File: src/rtl/pq_pkg.sv
// pq_pkg: shared constants and controller state encoding for the Kyber-style
// coefficient-stream datapath (q = 3329, 12-bit coefficients).
package pq_pkg;
  localparam int Q = 3329;
  localparam int DATA_W = 12;
  localparam int N_DEF = 256;
  typedef enum logic [1:0] {IDLE, ISSUE, DRAIN, DONE} ctrl_state_t;
endpackage

File: src/rtl/mul_watchdog.sv
// mul_watchdog: counts cycles elapsed since the last clear and flags expiry
// once TIMEOUT of them pass without another clear.
module mul_watchdog #(
  parameter int TIMEOUT = 64
) (
  input  logic clk,
  input  logic rst,
  input  logic i_clr,
  input  logic i_en,
  output logic o_expired
);
  localparam int CW = $clog2(TIMEOUT + 1);
  logic [CW-1:0] r_cnt;
  // A clear loads 1 so the count reads as cycles elapsed including the next one.
  always_ff @(posedge clk) begin
    if (rst) r_cnt <= '0;
    else if (i_clr) r_cnt <= CW'(1);
    else if (i_en && r_cnt != CW'(TIMEOUT)) r_cnt <= r_cnt + CW'(1);
  end
  assign o_expired = i_en && !i_clr && r_cnt >= CW'(TIMEOUT - 1);
endmodule

File: src/rtl/poly_pointwise_mul_ctrl.sv
// poly_pointwise_mul_ctrl: streams operand pairs from two coefficient RAMs into a
// modular multiplier and writes results, in arrival order, into a result RAM.
module poly_pointwise_mul_ctrl #(
  parameter int DATA_W = pq_pkg::DATA_W,
  parameter int N = pq_pkg::N_DEF,
  parameter int ADDR_W = 8,
  parameter int TIMEOUT = 64
) (
  input  logic              clk,
  input  logic              rst,
  input  logic              i_start,
  output logic              o_busy,
  output logic              o_done,
  output logic              o_err,
  output logic              o_rd_en,
  output logic [ADDR_W-1:0] o_rd_addr,
  input  logic [DATA_W-1:0] i_a_rd_data,
  input  logic [DATA_W-1:0] i_b_rd_data,
  output logic              o_mul_en,
  output logic [DATA_W-1:0] o_mul_a,
  output logic [DATA_W-1:0] o_mul_b,
  input  logic [DATA_W-1:0] i_mul_result,
  input  logic              i_mul_valid,
  output logic              o_wr_en,
  output logic [ADDR_W-1:0] o_wr_addr,
  output logic [DATA_W-1:0] o_wr_data
);
  import pq_pkg::*;
  localparam int CW = ADDR_W + 1;
  if (2 ** ADDR_W < N) begin : g_bad_addr_w
    $error("ADDR_W too narrow for N");
  end
  ctrl_state_t r_state, w_state_nxt;
  logic [CW-1:0] r_rd_cnt, r_wr_cnt;
  logic r_rd_en, r_mul_en, r_wr_en, r_err;
  logic [ADDR_W-1:0] r_wr_addr;
  logic [DATA_W-1:0] r_a_hold, r_b_hold, r_wr_data;
  logic w_go, w_accept, w_last_rd, w_rd_step, w_all_written, w_expired;
  assign w_go = r_state == IDLE && i_start;
  assign w_accept = i_mul_valid && (r_state == ISSUE || r_state == DRAIN);
  assign w_last_rd = r_state == ISSUE && r_rd_cnt == CW'(N - 1);
  assign w_rd_step = r_state == ISSUE && !w_last_rd;
  // Counting the result being accepted this cycle lets DONE follow the last write directly.
  assign w_all_written = r_wr_cnt + CW'(w_accept) == CW'(N);
  mul_watchdog #(.TIMEOUT(TIMEOUT)) u_wdog (
    .clk       (clk),
    .rst       (rst),
    .i_clr     (w_accept || r_state != DRAIN),
    .i_en      (r_state == DRAIN),
    .o_expired (w_expired)
  );
  always_comb begin
    w_state_nxt = r_state;
    case (r_state)
      IDLE:    w_state_nxt = i_start ? ISSUE : IDLE;
      ISSUE:   w_state_nxt = w_last_rd ? DRAIN : ISSUE;
      DRAIN:   w_state_nxt = (w_all_written || w_expired) ? DONE : DRAIN;
      default: w_state_nxt = IDLE;
    endcase
  end
  always_ff @(posedge clk) begin
    if (rst) begin
      r_state   <= IDLE;
      r_rd_en   <= 1'b0;
      r_rd_cnt  <= '0;
      r_mul_en  <= 1'b0;
      r_a_hold  <= '0;
      r_b_hold  <= '0;
      r_wr_en   <= 1'b0;
      r_wr_cnt  <= '0;
      r_wr_addr <= '0;
      r_wr_data <= '0;
      r_err     <= 1'b0;
    end else begin
      r_state  <= w_state_nxt;
      r_rd_en  <= w_go || w_rd_step;
      r_rd_cnt <= w_go ? '0 : w_rd_step ? r_rd_cnt + CW'(1) : r_rd_cnt;
      r_mul_en <= r_rd_en;
      if (r_mul_en) begin
        r_a_hold <= i_a_rd_data;
        r_b_hold <= i_b_rd_data;
      end
      r_wr_en  <= w_accept;
      if (w_accept) begin
        r_wr_addr <= r_wr_cnt[ADDR_W-1:0];
        r_wr_data <= i_mul_result;
      end
      r_wr_cnt <= w_go ? '0 : r_wr_cnt + CW'(w_accept);
      r_err    <= w_go ? 1'b0 : (r_state == DRAIN && w_expired && !w_all_written) ? 1'b1 : r_err;
    end
  end
  assign o_busy    = r_state == ISSUE || r_state == DRAIN;
  assign o_done    = r_state == DONE;
  assign o_err     = r_err;
  assign o_rd_en   = r_rd_en;
  assign o_rd_addr = r_rd_cnt[ADDR_W-1:0];
  assign o_mul_en  = r_mul_en;
  // Operands pass straight through while valid and otherwise hold the last pair.
  assign o_mul_a   = r_mul_en ? i_a_rd_data : r_a_hold;
  assign o_mul_b   = r_mul_en ? i_b_rd_data : r_b_hold;
  assign o_wr_en   = r_wr_en;
  assign o_wr_addr = r_wr_addr;
  assign o_wr_data = r_wr_data;
endmodule

File: config.mk
export PLATFORM = sky130hd
export DESIGN_NAME = poly_pointwise_mul_ctrl
export DESIGN_NICKNAME = d
export VERILOG_FILES = /design/src/rtl/pq_pkg.sv /design/src/rtl/mul_watchdog.sv /design/src/rtl/poly_pointwise_mul_ctrl.sv
export SDC_FILE = /design/constraint.sdc
export NUM_CORES = 1
export LEC_CHECK = 0
export CAP_MARGIN = 20
export CORE_MARGIN = 10
export CORE_UTILIZATION = 50
export CTS_CLUSTER_DIAMETER = 80
export DETAILED_ROUTE_END_ITERATION = 8
export GPL_TIMING_DRIVEN = 0
export PLACE_DENSITY = 0.94
export SLEW_MARGIN = 20
export SYNTH_ARGS = -nofsm -noshare
export SYNTH_HDL_FRONTEND = slang
export SYNTH_HIERARCHICAL = 1
export SYNTH_SLANG_ARGS = --single-unit
File: constraint.sdc
create_clock -name clk -period 4.4 [get_ports clk]
set_clock_uncertainty 0.2 [all_clocks]
set_input_delay 0.88 -clock clk [delete_from_list [all_inputs] [get_ports clk]]
set_output_delay 0.88 -clock clk [all_outputs]
set_load 0.02 [all_outputs]
==> results of run 1 <==
-- cell usage in the layout (no fill, tap or decap), types with 2 or more instances in the layout --
cell | Yosys | routed
a211oi_1 | 2 | 2
a21boi_0 | 3 | 3
a21oi_1 | 29 | 29
and2_1 | 2 | 2
and3_1 | 3 | 3
buf_2 | 4 | 4
buf_4 | 8 | 8
buf_6 | 3 | 3
clkbuf_1 | 11 | 11
clkbuf_8 | 0 | 10
clkdlybuf4s50_1 | 0 | 97
clkinv_2 | 0 | 2
clkinvlp_4 | 0 | 2
dfxtp_1 | 75 | 75
ha_1 | 11 | 11
inv_1 | 6 | 6
mux2_2 | 24 | 24
mux2i_1 | 2 | 2
nand2_1 | 52 | 52
nand2b_1 | 2 | 2
nand3_1 | 4 | 4
nand4_1 | 9 | 9
nor2_1 | 28 | 28
nor2b_1 | 27 | 27
o21ai_0 | 3 | 3
o31a_1 | 2 | 2
or3_1 | 4 | 4
xnor2_1 | 4 | 4
xor2_1 | 13 | 13
-- worst min-delay path, stage by stage, from the launching register on --
cell,delay (ps)
dfxtp_1,310
nand2_1,50
a21oi_1,50
-- cell type report --
cell class	instances	area, um2
timing repair buffer	97	971
tap	77	96.3
multi-input combinational	242	1560
clock buffer	10	138
clock inverter	6	63.8
buffer	28	175
fill	438	1820
sequential	75	1500
inverter	6	22.5
-- metrics by stage --
| step | setup WS [ps] | total power, mW | cell area, um2 | instances | util (%) |
|---|---|---|---|---|---|
| after floorplan | 1580 | 0.824 | 3260 | 351 | - |
| after global placement | 687 | 0.920 | 4330 | 525 | 68.2 |
| after detailed placement | 628 | 0.926 | 4330 | 525 | 68.2 |
| after CTS | 988 | 1.46 | 4530 | 541 | 71.3 |
| after global routing | 772 | 1.49 | 4530 | 541 | 71.3 |
| final | 951 | 1.45 | 4530 | 541 | 71.3 |
-- power breakdown --
| part | total (mW) | switching (mW) | internal [mW] |
|---|---|---|---|
| combinational | 0.205 | 0.0966 | 0.108 |
| sequential | 0.706 | 0.00879 | 0.697 |
| clock | 0.535 | 0.258 | 0.277 |
| total | 1.45 | 0.363 | 1.08 |
-- registers in the layout, summed over array words and instances, names as in the netlist --
register,flops
r_rd_cnt,9
u_wdog/r_cnt,7
r_a_hold,12
r_b_hold,12
r_wr_cnt,9
o_wr_addr,8
o_rd_en,1
o_err,1
r_state,2
o_mul_en,1
o_wr_data,12
o_wr_en,1
-- per-layer routing --
metal | track usage [%] | vias to the layer above | part of all wire [%]
met5 | 0 | - | 0
met4 | 5.33 | 0 | 1.5
met3 | 4.66 | 10 | 9.2
met2 | 27.4 | 91 | 48
met1 | 17.5 | 1333 | 41
li1 | - | 1386 | -
-- worst max path at each step --
stage	to	start	slack, ps
4_1_cts	o_err	i_mul_valid	990
6_report	o_err	i_mul_valid	950
2_1_floorplan	o_err	r_state[0]	1580
5_1_grt	o_err	i_mul_valid	770
3_3_place_gp	o_err	i_mul_valid	690
3_5_place_dp	o_err	i_mul_valid	630
-- logic make-up (layout without fill, tap and decap cells) --
logic type | count (synthesis) | in the layout
adder cells (fa/ha/maj) | 11 | 11
AND/OR/NAND/NOR | 139 | 139
multiplexers | 26 | 26
AO/OA/AOI/OAI | 49 | 49
buffers and inverters | 34 | 147
XOR/XNOR | 17 | 17
flip-flops | 75 | 75
==> reports/results.env, run 1 <==
OUTCOME='complete, no violations'
TIMING.FINAL.CRIT_PERIOD_PS=3450
DRT-PASS1-ITER-COUNT=4
PLACEMENTROWS=29
LAYOUT-DRIVE-GT1-SHARE_PCT=13.6
SYNTHCELLS=351
DIE_EXTENT_IN_X_UM=101
MAX_STAGE_DELAY_PS=510
CRITPATHBUFINV=3
SYNTH_XOR_AREA_SHARE_PCT=4.57
SYNTH_TOP_FAMILY_BY_AREA='simple AND/OR/NAND/NOR gates'
POST_SYNTH_NUM_CELL_TYPES=45
TRITONCTS_CLOCK_TREE='done'
WORST_PATH_DOMINANT_CELL_FAMILY='buffers and inverters'
WORST-R2R-CELL-COUNT=11
POST_SYNTH_FA_HA_MAJ_AREA_FRACTION_PCT=4.22
CLOCK_SINK_COUNT=75
CTS_BUFFER_DEPTH=2
FINAL_MAX_SLEW_VIOL_COUNT=0
NUMCTSBUFFERS=9
SLOWEST_STAGE='clkdlybuf4s50_1'
POST_SYNTHESIS_CELL_AREA_UM2=3260
FINAL_NETS=510
TIGHTESTPINTRANSITION_PS=461
VDD_IR_DROP_MAX_mV=0.206
INSERTEDDIODECOUNT=0
CLK-INSERTION-DELAY-LATE_PS=350
POWER-PER-CELL-AREA_nW_PER_UM2=319
CTS_HOLD_REPAIR.BUFFERS=0
RR_ENDPOINT='o_err'
FLOORPLAN.CORE_AREA_UM2=6350
P_LEAK_nW=1.74
NUMPORTBUFFERS=97
WL_UM=8340
POST_SYNTH_AND_OR_NAND_NOR_AREA_FRACTION_PCT=21.1
ROUTED-VIA-COUNT=2820
RSZ_0062_RAISED_AFTER_GLOBAL_ROUTING='no'
REGTOREGSTARTPOINT='r_state[0]'
AREA_GROWTH_PCT=38.9
REG2REG_SETUP_SLACK_PS=1190
FIRST_GLOBAL_VIAS=2809
SYNTHDOMINANTAREACELLTYPE='dfxtp_1'
DRC_ERRORS=0
ASYNC_FLOP_SHARE_PCT=0
CLKTRANSATPATHREGS_PS=80
CTS.HTREE.LEVELS=3
SYNTH_SEQ_AREA_SHARE_PCT=46.0
FINALHOLDVIOLATIONS=0
SYNTH-EDFF-COUNT=0
SYNTH_TOP_FLOP_CELL='dfxtp_1'
IO_PINS=98
MIN_FROM='o_wr_data[11]'
SYNTH_COMPOUND_AREA_SHARE_PCT=9.09
SYNTH_TOP_AREA_SHARE_PCT=46.0
POST_CTS_RESIZE_COUNT=0
OVERALL_ROUTING_RESOURCE_USAGE_PCT=15.6
ROUTABILITY_CONGESTION=0.815
FMAXACHIEVABLE_MHz=290
MAPPEDNETLISTNETS=402
YOSYS_WARNINGS=6
TIMING.MAX_SLEW.REL_SLACK_PCT=69.3
MIN_TO='o_wr_data[11]'
FINAL_HOLD_SLACK_PS=256
YOSYS-TOP-CELLS-COUNT='dfxtp_1, nand2_1, a21oi_1'
SYNTHTOPCELLSBYAREA='dfxtp_1, mux2_2, nand2_1, nor2b_1, a21oi_1'
HOLDCRITPATHCLASS='reg2reg'
DESIGN.DIE.AREA_UM2=10200
CTS_ROOT_BUFFER_TYPE='clkbuf_8'
POST-SYNTH-TOP-COUNT-CELL='dfxtp_1'
PIN_COUNT_OF_THE_BIGGEST_NET_ENTERING_GLOBAL_ROUTING=14
WORST_EP_ARRIVAL_TIME_PS=3490
CRIT_REQUIRED_PS=4440
YOSYS-MUX-AREA-FRACTION_PCT=8.90
CRIT_CHAIN='clkdlybuf4s50_1, nand2_1, inv_1, clkbuf_1, ha_1, ha_1, nand2_1, o21ai_0, nand4_1, o31a_1'
HOLDPATHSTAGES=2
EFFECTIVE_UTILIZATION_AT_FLOORPLAN_PCT=51.3
GRT_FIRST_PASS_WIRELENGTH_UM=13000
GRT_ANTENNA_BEFORE_REPAIR=0
SETUP.WORST_PATH.CLASS='in2reg'
FLOORPLAN.DIE.HEIGHT_UM=101
CRIT_FANOUT=10
DR.FIRST_ITER.DRC_COUNT=89
VIA_PER_INST=5.21
GR-TOTAL-OVERFLOW=0
YOSYS_REGISTER_BITS=75
SYNTHESIS.AREA_PER_INSTANCE_UM2=9.29
TIMING.MAX_CAP.VIOLATIONS=0
STARTPOINT_CLASS_OF_THE_CRITICAL_PATH='input pin'
WIRE_PER_INST_UM=15.4
DRTANTENNAVIOLNETS=0
TIMING.CRITICAL_PATH.TO_TYPE='flip-flop'
POST-CTS-SETUP-BUFFERS=0
FIN_CRIT_SH_PCT=78.4
CELL_DEPTH_OF_THE_WORST_SETUP_PATH=10
SETUP-TNS-FINAL_PS=0
POST-DP-HPWL_UM=6320
SETUP_VIOLATIONS=0
(Power assumes the default switching activity.)
==> run 2: changes to the inputs <==
- CORE_UTILIZATION: 50 -> 42
- PLACE_DENSITY: 0.94 -> 0.86
- clock period: 4.4 -> 2.9 ns (I/O delays scaled with it)
==> reports/results.env, run 2 (synthesis results as in run 1) <==
OUTCOME='complete, no violations'
RR_ENDPOINT='o_err'
MET1_LENGTH_UM=3550  # +4.2%
SLOWEST_STAGE='clkdlybuf4s50_1'
FLOORPLAN.DIE.HEIGHT_UM=108  # +7.3%
HOLDPATHSTAGES=1  # -1
DIE_EXTENT_IN_X_UM=108  # +7.3%
TOP_SIGNAL_LAYER_USED='met4'
IO_PINS=98  # unchanged
MET3ROUTEDLENGTH_UM=593  # -23%
SETUP.WORST_PATH.CLASS='reg2out'
GRT_FIRST_PASS_WIRELENGTH_UM=12900  # -0.91%
CTS_HOLD_REPAIR.BUFFERS=0  # unchanged
FINAL_MAX_SLEW_VIOL_COUNT=0  # unchanged
POSTLAYOUTCELLAREA_UM2=4590  # +1.4%
CRITPATHBUFINV=3  # unchanged
MAX_STAGE_DELAY_PS=560  # +50 ps
VDD_IR_DROP_MAX_mV=0.203  # -1.3%
INSERTEDDIODECOUNT=0  # unchanged
DR.FIRST_ITER.DRC_COUNT=88  # -1.1%
CRIT_FANOUT=10  # unchanged
NET-SWITCHING-POWER_mW=0.557  # +53%
LAYOUT-DRIVE-GT1-SHARE_PCT=14.0  # +0.46 points
CELLINTERNALPOWER_mW=1.71  # +58%
COMBPWRFRAC_PCT=13.7  # -0.5 points
REGTOREGSTARTPOINT='r_state[1]'
WORST_PATH_DOMINANT_CELL_FAMILY='buffers and inverters'
PLACEMENTROWS=32  # +10%
FINAL_HOLD_SLACK_PS=257  # +1.17 ps
PLACEMENT.CELL_AREA_UM2=4360  # +0.72%
POWER-PER-CELL-AREA_nW_PER_UM2=495  # +55%
ROUTED-VIA-COUNT=2750  # -2.5%
TRITONCTS_CLOCK_TREE='done'
AREA_GROWTH_PCT=40.9
CRIT_REQUIRED_PS=2120  # -2320 ps
LAYOUT.CELLS.MOST_COMMON_LIST='clkdlybuf4s50_1, dfxtp_1, nand2_1'
FINAL_NETS=509  # -0.20%
SEQ_POWER_SHARE_PCT=47.1  # -1.7 points
CLKPWRFRAC_PCT=39.2  # +2.2 points
GRT_ANTENNA_BEFORE_REPAIR=0  # unchanged
MOSTFREQUENTLAYOUTCELL='clkdlybuf4s50_1'
VIA_PER_INST=4.87  # -6.6%
PIN_COUNT_OF_THE_BIGGEST_NET_ENTERING_GLOBAL_ROUTING=15  # +1
DRTANTENNAVIOLNETS=0  # unchanged
NUMPORTBUFFERS=97  # unchanged
FLOORPLAN.CORE_AREA_UM2=7650  # +20%
TIMING.FINAL.CRIT_PERIOD_PS=2780
WORST-R2R-CELL-COUNT=10  # -1
TIMING.MAX_SLEW.REL_SLACK_PCT=65.3  # -4.0 points
DESIGN.DIE.AREA_UM2=11700  # +15%
FMAXACHIEVABLE_MHz=359
TOTAL_POWER_mW=2.27  # +57%
CLK-INSERTION-DELAY-LATE_PS=340  # about the same
CTS.HTREE.LEVELS=3  # unchanged
CTS_BUFFER_DEPTH=2  # unchanged
HOLDCRITPATHCLASS='reg2reg'
FIRST_GLOBAL_VIAS=2631  # -6.3%
ROUTABILITY_CONGESTION=0.795  # -2.5%
NUMCTSBUFFERS=9  # unchanged
P_SW_SHARE_PCT=24.5  # -0.58 points
CTS_ROOT_BUFFER_TYPE='clkbuf_8'
TIMING.MAX_CAP.VIOLATIONS=0  # unchanged
FINALHOLDVIOLATIONS=0  # unchanged
MIN_TO='o_mul_en'
POST-DP-HPWL_UM=6350  # +0.40%
SETUP_VIOLATIONS=0  # unchanged
CLOCK_SINK_COUNT=75  # unchanged
REG2REG_SETUP_SLACK_PS=180  # -1010 ps
FILLCELLCOUNT=623  # +42%
STARTPOINT_CLASS_OF_THE_CRITICAL_PATH='flip-flop'
GR-TOTAL-OVERFLOW=0  # unchanged
EFFECTIVE_UTILIZATION_AT_FLOORPLAN_PCT=42.6  # -8.7 points
TIGHTESTPINTRANSITION_PS=521  # +59.6 ps
ROUTED-WL-MET2_UM=4090  # +1.3%
P_LEAK_nW=1.76  # +1.2%
FIN_CRIT_SH_PCT=96.0
RSZ_0062_RAISED_AFTER_GLOBAL_ROUTING='no'
DRT-PASS1-ITER-COUNT=4  # unchanged
WORST_EP_ARRIVAL_TIME_PS=2000  # -1490 ps
OVERALL_ROUTING_RESOURCE_USAGE_PCT=13.7  # -1.9 points
MIN_FROM='o_rd_en'
WIRE_PER_INST_UM=14.7  # -4.6%
WL_UM=8310  # -0.38%
CLKTRANSATPATHREGS_PS=90  # about the same
TIMING.CRITICAL_PATH.TO_TYPE='output port'
DRC_ERRORS=0  # unchanged
CRIT_CHAIN='buf_2, clkbuf_4, mux2_2, clkdlybuf4s50_1'
==> run 2: cell types whose count changed in the layout (fill, tap and decap cells not counted), sizes merged <==
cell           delta
buf               -2
bufinv            +1
clkdlybuf4s50     -1
clkinvlp          -1
clkinv            +1
dlymetal6s2s      +1
==> run 2: through the flow <==
stage          util [%]  std cells  setup slack, ps  setup TNS, ps
4_1_cts            59.9        565             7.93              0
3_3_place_gp       57.0        550             -534          -1170
2_1_floorplan         -        351             80.0              0
5_1_grt            60.1        565             2.54              0
6_report           60.1        565              117              0
3_5_place_dp       57.0        550             -623          -1710
==> run 2: worst register-to-register path: stages (launching register included) <==
cell	delay, ps
dfxtp_1	400
inv_1	110
ha_1	300
nand2_1	180
inv_4	100
ha_1	240
ha_2	240
or3_1	320
o21ai_1	80
nand4_1	150
o31a_1	300
==> run 2: cell type report <==
| type | count | area (um2) | area share, % |
|---|---|---|---|
| inverter | 6 | 25.0 | 0.545 |
| sequential | 75 | 1500 | 32.7 |
| tap | 102 | 128 | 2.78 |
| timing repair buffer | 97 | 973 | 21.2 |
| clock inverter | 7 | 101 | 2.21 |
| buffer | 27 | 176 | 3.84 |
| multi-input combinational | 242 | 1560 | 34.1 |
| clock buffer | 9 | 124 | 2.70 |
==> run 2: worst max path at each step <==
| stage | start | end | slack (ps) | depth (start not counted) |
|---|---|---|---|---|
| CTS | r_state[1] | o_err | 8 | 10 |
| finish | o_mul_en | o_mul_b[6] | 120 | 4 |
| floorplan | r_state[0] | o_err | 80 | 11 |
| global route | r_state[1] | o_err | 3 | 10 |
| detailed placement | i_mul_valid | o_err | -620 | 10 |
| global placement | i_mul_valid | o_err | -530 | 10 |
==> run 2: routing by layer <==
metal / global-route usage (%) / up-vias
met3: 3.63 / 10
met4: 5.15 / 0
met5: 0 / -
met1: 15.4 / 1282
met2: 24.1 / 75
li1: - / 1383
==> run 2: power groups by stage <==
stage | Clock [mW] | Combinational, mW | Sequential (mW)
2_1_floorplan | 0 | 0.145 | 1.10
3_3_place_gp | 0 | 0.303 | 1.09
3_5_place_dp | 0 | 0.309 | 1.09
4_1_cts | 0.907 | 0.313 | 1.07
5_1_grt | 0.950 | 0.333 | 1.07
6_report | 0.890 | 0.311 | 1.07
==> run 2: timing repair <==
action	4_1_cts	5_1_grt
gates resized for setup	1	6
setup endpoints to repair	3	16
buffers inserted	0	0
pin swaps	0	0
endpoints found under the hold margin	0	0
